===== src/rtl/prim_ram_arb_pkg.sv =====
// Shared types for the single-port RAM arbiter: FSM states and read-response owner.
// Latency: n/a (types only).
// Backpressure: n/a.
package prim_ram_arb_pkg;

  typedef enum logic [1:0] {
    RESET_ST = 2'd0,
    INIT_ST  = 2'd1,
    READY_ST = 2'd2
  } state_e;

  typedef enum logic [1:0] {
    OWN_NONE = 2'd0,
    OWN_A    = 2'd1,
    OWN_B    = 2'd2
  } owner_e;

endpackage


===== src/rtl/prim_ram_init_seq.sv =====
// Zeroization sweep address counter: start pulse, busy while sweeping, done on last word.
// Latency: addr_o = 0 the cycle after start_i; one address per cycle; exactly Depth busy cycles.
// Backpressure: none; start_i while busy is ignored, so a sweep cannot be restarted or extended.
// Ports: clk_i/rst_ni clock and async active-low reset; start_i begin sweep;
//        busy_o sweep in progress; addr_o current word; done_o high on the final word.
module prim_ram_init_seq #(
  parameter int Depth = 128,
  parameter int Aw    = $clog2(Depth)
) (
  input  logic          clk_i,
  input  logic          rst_ni,
  input  logic          start_i,
  output logic          busy_o,
  output logic [Aw-1:0] addr_o,
  output logic          done_o
);

  localparam logic [Aw-1:0] LastAddr = Aw'(Depth - 1);

  logic [Aw-1:0] cnt_q;
  logic          busy_q;
  logic          last;

  // Compare against Depth-1 rather than relying on overflow: Depth need not be a power of two.
  assign last = (cnt_q == LastAddr);

  always_ff @(posedge clk_i or negedge rst_ni) begin
    if (!rst_ni) begin
      cnt_q  <= '0;
      busy_q <= 1'b0;
    end else if (busy_q) begin
      if (last) begin
        cnt_q  <= '0;
        busy_q <= 1'b0;
      end else begin
        cnt_q <= cnt_q + 1'b1;
      end
    end else if (start_i) begin
      busy_q <= 1'b1;
    end
  end

  assign busy_o = busy_q;
  assign addr_o = cnt_q;
  assign done_o = busy_q & last;

endmodule


===== src/rtl/prim_ram_1p_arb.sv =====
// Two-requester round-robin arbiter for one single-port RAM, with read-response routing and zeroization sweep.
// Latency: grant and RAM access in the same cycle; read data returns with ram_rvalid_i one cycle later.
// Backpressure: requester holds req/payload until its gnt; all grants held low while sweeping.
// Ports: a_*/b_* requester buses (req/gnt/write/addr/wdata/wmask in, rvalid/rdata out);
//        ram_* RAM-side bus; init_req_i sweep request pulse; init_done_o memory ready.
module prim_ram_1p_arb
  import prim_ram_arb_pkg::*;
#(
  parameter int Width       = 32,
  parameter int Depth       = 128,
  parameter bit InitOnReset = 1'b1,
  localparam int Aw         = $clog2(Depth)
) (
  input  logic             clk_i,
  input  logic             rst_ni,
  input  logic             a_req_i,
  output logic             a_gnt_o,
  input  logic             a_write_i,
  input  logic [Aw-1:0]    a_addr_i,
  input  logic [Width-1:0] a_wdata_i,
  input  logic [Width-1:0] a_wmask_i,
  output logic             a_rvalid_o,
  output logic [Width-1:0] a_rdata_o,
  input  logic             b_req_i,
  output logic             b_gnt_o,
  input  logic             b_write_i,
  input  logic [Aw-1:0]    b_addr_i,
  input  logic [Width-1:0] b_wdata_i,
  input  logic [Width-1:0] b_wmask_i,
  output logic             b_rvalid_o,
  output logic [Width-1:0] b_rdata_o,
  output logic             ram_req_o,
  output logic             ram_write_o,
  output logic [Aw-1:0]    ram_addr_o,
  output logic [Width-1:0] ram_wdata_o,
  output logic [Width-1:0] ram_wmask_o,
  input  logic             ram_rvalid_i,
  input  logic [Width-1:0] ram_rdata_i,
  input  logic             init_req_i,
  output logic             init_done_o
);

  state_e        state_q, state_d;
  owner_e        owner_q;
  logic          prio_b_q;   // 0: A wins a tie, 1: B wins a tie
  logic          init_done_q;
  logic          seq_start, seq_busy, seq_done;
  logic [Aw-1:0] seq_addr;
  logic          ready;

  prim_ram_init_seq #(
    .Depth (Depth),
    .Aw    (Aw)
  ) u_init_seq (
    .clk_i   (clk_i),
    .rst_ni  (rst_ni),
    .start_i (seq_start),
    .busy_o  (seq_busy),
    .addr_o  (seq_addr),
    .done_o  (seq_done)
  );

  always_ff @(posedge clk_i or negedge rst_ni) begin
    if (!rst_ni) state_q <= RESET_ST;
    else         state_q <= state_d;
  end

  always_comb begin
    state_d   = state_q;
    seq_start = 1'b0;
    unique case (state_q)
      RESET_ST: begin
        if (InitOnReset) begin
          state_d   = INIT_ST;
          seq_start = 1'b1;
        end else begin
          state_d = READY_ST;
        end
      end
      INIT_ST: begin
        if (seq_done) state_d = READY_ST;
      end
      READY_ST: begin
        if (init_req_i) begin
          state_d   = INIT_ST;
          seq_start = 1'b1;
        end
      end
      default: state_d = RESET_ST;
    endcase
  end

  assign ready   = (state_q == READY_ST);
  assign a_gnt_o = ready & a_req_i & (~b_req_i | ~prio_b_q);
  assign b_gnt_o = ready & b_req_i & (~a_req_i |  prio_b_q);

  // The sweep owns the RAM port outright; otherwise the granted requester is muxed through.
  always_comb begin
    ram_req_o   = 1'b0;
    ram_write_o = 1'b0;
    ram_addr_o  = '0;
    ram_wdata_o = '0;
    ram_wmask_o = '0;
    if (state_q == INIT_ST) begin
      ram_req_o   = 1'b1;
      ram_write_o = 1'b1;
      ram_addr_o  = seq_addr;
      ram_wmask_o = '1;
    end else if (a_gnt_o) begin
      ram_req_o   = 1'b1;
      ram_write_o = a_write_i;
      ram_addr_o  = a_addr_i;
      ram_wdata_o = a_wdata_i;
      ram_wmask_o = a_wmask_i;
    end else if (b_gnt_o) begin
      ram_req_o   = 1'b1;
      ram_write_o = b_write_i;
      ram_addr_o  = b_addr_i;
      ram_wdata_o = b_wdata_i;
      ram_wmask_o = b_wmask_i;
    end
  end

  // owner tracks the one read in flight; it is updated even on the cycle the sweep starts,
  // so a read granted alongside init_req_i still gets its response routed.
  always_ff @(posedge clk_i or negedge rst_ni) begin
    if (!rst_ni) begin
      prio_b_q    <= 1'b0;
      owner_q     <= OWN_NONE;
      init_done_q <= 1'b0;
    end else begin
      if (a_gnt_o)      prio_b_q <= 1'b1;
      else if (b_gnt_o) prio_b_q <= 1'b0;

      if (a_gnt_o && !a_write_i)      owner_q <= OWN_A;
      else if (b_gnt_o && !b_write_i) owner_q <= OWN_B;
      else                            owner_q <= OWN_NONE;

      init_done_q <= (state_d == READY_ST);
    end
  end

  assign init_done_o = init_done_q;
  assign a_rvalid_o  = ram_rvalid_i & (owner_q == OWN_A);
  assign b_rvalid_o  = ram_rvalid_i & (owner_q == OWN_B);
  assign a_rdata_o   = ram_rdata_i;
  assign b_rdata_o   = ram_rdata_i;

  // seq_busy mirrors INIT_ST; kept for readability of the sequencer interface.
  logic unused_busy;
  assign unused_busy = seq_busy;

endmodule


===== config.mk =====
export PLATFORM = sky130hd
export DESIGN_NAME = prim_ram_1p_arb
export DESIGN_NICKNAME = d
export VERILOG_FILES = /design/src/rtl/prim_ram_arb_pkg.sv /design/src/rtl/prim_ram_init_seq.sv /design/src/rtl/prim_ram_1p_arb.sv
export SDC_FILE = /design/constraint.sdc
export NUM_CORES = 1
export LEC_CHECK = 0
export BUFFER_PORTS_ARGS = -buffer_cell sky130_fd_sc_hd__clkbuf_2
export CAP_MARGIN = 20
export CORE_AREA = 2 2 127 129
export DETAILED_ROUTE_END_ITERATION = 7
export DIE_AREA = 0 0 129 131
export GPL_TIMING_DRIVEN = 0
export PLACE_DENSITY = 0.42
export SLEW_MARGIN = 20
export SYNTH_ARGS = -nofsm -noshare
export SYNTH_HDL_FRONTEND = slang
export SYNTH_SLANG_ARGS = --single-unit

===== constraint.sdc =====
create_clock -name clk_i -period 2.3 [get_ports clk_i]
set_input_delay 0.345 -clock clk_i [delete_from_list [all_inputs] [get_ports clk_i]]
set_output_delay 0.345 -clock clk_i [all_outputs]
set_load 0.01 [all_outputs]

==> flow_metrics.env <==
export IMPL_outcome="finished, final reports clean"
export IMPL_port_buffers=291
export IMPL_synth_nets=413
export IMPL_routedWlPerCell_um=15.4
export IMPL_nFillCells=1757
export IMPL_cp_startpoint="state_q[1]"
export IMPL_track_usage_pct=11.5
export IMPL_vdd_drop_max_v=0.000215
export IMPL_drive_gt1_share_pct=73.4
export IMPL_synth_simple_gate_area_share_pct=10.6
export IMPL_hpwl_um=10000
export IMPL_num_nets_final=712
export IMPL_finalClockSkew_ps=3.07
export IMPL_drtIter0Drc=71
export IMPL_ant_nets=0
export IMPL_max_stage_delay_ps=410
export IMPL_clock_latency_ps=240
export IMPL_worst_slew_pin_slew_ps=477
export IMPL_relSlewSlack_pct=68.2
export IMPL_yosys_warnings=0
export IMPL_timing_final_ws_setup_ps=62.3
export IMPL_dp_cells=737
export IMPL_synth_enable_flop_cells=0
export IMPL_critPathBufInv=3
export IMPL_async_reset_ff_share_pct=100
export IMPL_synth_cell_types=33
export IMPL_path_cells="and3b_2, and2_1, buf_6, buf_6, a221o_1, buf_2"
export IMPL_clock_sinks=14
export IMPL_seq_area_frac_synth_pct=17.1
export IMPL_synth_top_area_cell="buf_4"
export IMPL_drt_vias_per_instance=4.06
export IMPL_fp_dieH_um=131
export IMPL_rrSetupSlack_ps=580
export IMPL_fin_util_pct=24.9
export IMPL_critPathSlowestCell="dfrtp_2"
export IMPL_std_cell_rows=46
export IMPL_synth_fa_ha_area_share_pct=0.610
export IMPL_vias=3015
export IMPL_clock_fmax_ghz=0.447
export IMPL_firstDrtPassIters=4
export IMPL_ctsRootBufferMaster="clkbuf_16"
export IMPL_core_um2=15600
export IMPL_slew_violations=0
export IMPL_postCtsHoldBufs=0
export IMPL_finalWirelength_um=11400
export IMPL_drc=0
export IMPL_fin_crit_sh_pct=97.3
export IMPL_cp_max_fo=10
export IMPL_fin_tns_setup_ps=0
export IMPL_r2r_cells=4
export IMPL_synth_xor_area_share_pct=1.28
export IMPL_cts_tree="yes"
export IMPL_yosys_top_cells_area="buf_4 (23%), a221o_1 (19%), dfrtp_1 (17%), a22o_1 (14%), buf_6 (7.1%)"
export IMPL_dieWidth_um=129
export IMPL_worstPathRequired_ps=1960
export IMPL_crit_arrival_ps=1890
export IMPL_critical_path_class="register to output port"
export IMPL_maxCapViolCount=0
export IMPL_min_period_ps=2240
export IMPL_final_cell_mix="clkbuf_2 (292), buf_4 (67), a221o_1 (39)"
export IMPL_cts_buffers=3
export IMPL_overflow=0
export IMPL_yosysTopAreaCellShare_pct=23.4
export IMPL_clk_pin_slew_ps=50
export IMPL_muxShareOfSynthArea_pct=0.549
export IMPL_io_pins=324
export IMPL_pre_cts_ws_ps=17.3
export IMPL_synth_top_family_by_area="compound AO/OA/AOI/OAI gates"
export IMPL_avgSynthCellArea_um2=8.92
export IMPL_globalplace_congestion=0.776
export IMPL_worstSetupPathDepth=6
export IMPL_min_path_type="input pin to asynchronous set/reset pin"
export IMPL_worstSetupEndpoint="ram_wmask_o[4]"
export IMPL_start_kind="register"
export IMPL_antenna_found_initial=0
export IMPL_clockBufferDepth=2
export IMPL_initial_core_util_pct=13.1
export IMPL_diodes=0
export IMPL_synthCells=230
export IMPL_hold_viol=0
export IMPL_power_total_uw=880
export IMPL_ys_ff_latch=14
export IMPL_cpMostUsedCell="buf_6"
export IMPL_area_growth_pct=89.7
export IMPL_setup_viol=0
export IMPL_r2r_end="state_q[1]"
export IMPL_synth_compound_area_share_pct=36.9
export IMPL_layout_commonest_cell="clkbuf_2"
export IMPL_p_per_area_nw_per_um2=226
export IMPL_worst_r2r_startpoint="u_init_seq.addr_o[0]"
export IMPL_fin_cells=743
export IMPL_grt_max_degree=15
export IMPL_htree_levels=1
export IMPL_die_area_um2=16900
export IMPL_worstSetupEndpointType="output port"
export IMPL_grt_pass1_vias=2714
export IMPL_leakage_nw=2.30
export IMPL_netlist_area_um2=2050
export IMPL_grt_pass1_wl_um=14900
export IMPL_cp_top_family="buffers and inverters"
export IMPL_synthFlopType="dfrtp_1"
registers in the layout (all words and copies together), names as in the netlist:
| name | count |
|---|---|
| init_done_o | 1 |
| state_q | 2 |
| owner_q | 2 |
| u_init_seq.addr_o | 7 |
| u_init_seq.busy_o | 1 |
| prio_b_q | 1 |
cell usage after synthesis (2+ instances only):
master	instances
buf_4	64
a221o_1	39
a22o_1	32
dfrtp_1	14
buf_6	13
nand2_1	9
and3_1	7
nand3_1	5
a21oi_1	4
and3b_1	4
buf_2	4
clkbuf_1	4
inv_1	4
nor2_1	3
a31oi_1	2
nand2b_1	2
nor2b_1	2
o41ai_1	2
xnor2_1	2
layer usage:
| layer | GRT usage, % | wire length [um] | up-vias |
|---|---|---|---|
| met5 | 0 | 0 | - |
| met4 | 1.15 | 17 | 0 |
| met3 | 1.63 | 817 | 2 |
| met2 | 21.2 | 5960 | 185 |
| met1 | 14.7 | 4630 | 1397 |
| li1 | - | - | 1431 |
what timing repair did:
item,4_1_cts,5_1_grt
endpoints found under the setup margin,24,11
pin swaps,0,4
buffers inserted,2,1
gates resized for setup,5,4
power by group:
part | leakage [nW] | switching, mW | internal [mW]
clock | 0.0370 | 0.0954 | 0.227
combinational | 2.10 | 0.114 | 0.196
sequential | 0.160 | 0 | 0.247
total | 2.30 | 0.210 | 0.670
final cells by class:
cell class / instances / area [um^2] / area share, %
plain buffers: 85 / 671 / 17.2
well taps: 216 / 270 / 6.95
flip-flops and latches: 14 / 352 / 9.04
inverters: 4 / 15.0 / 0.386
multi-input cells: 127 / 1030 / 26.5
repair buffers: 294 / 1480 / 38.0
clock buffers: 3 / 75.1 / 1.93
cell families after synthesis:
family	after synthesis
AOI/OAI and AO/OA	84
xor gates and xnor gates	3
adders and majority gates	1
buffers and inverters	89
DFF	14
muxes	1
and+or+nand+nor	38
worst min-delay path by stage:
stage / start / end / slack, ps / depth (start not counted)
floorplan: rst_ni / init_done_o / 50 / 0
CTS: rst_ni / init_done_o / 20 / 1
global placement: rst_ni / u_init_seq.addr_o[2] / 280 / 1
global route: rst_ni / init_done_o / 40 / 1
finish: rst_ni / init_done_o / 10 / 1
detailed placement: rst_ni / u_init_seq.busy_o / 290 / 1
metrics by stage:
stage               hold WS, ps  area (um^2)
floorplan                  49.4         2050
global placement            283         3780
detailed placement          288         3780
CTS                        22.9         3870
global route               42.6         3890
finish                     13.8         3890
worst reg2reg max path, delay by kind of cell (launching register included):
kind / cells / cell delay [ps]
AO/OA/AOI/OAI: 1 / 420
AND/OR/NAND/NOR: 2 / 490
adder cells (fa/ha/maj): 1 / 240
flip-flops: 1 / 420
No activity file was read; power rests on OpenSTA's default activity.
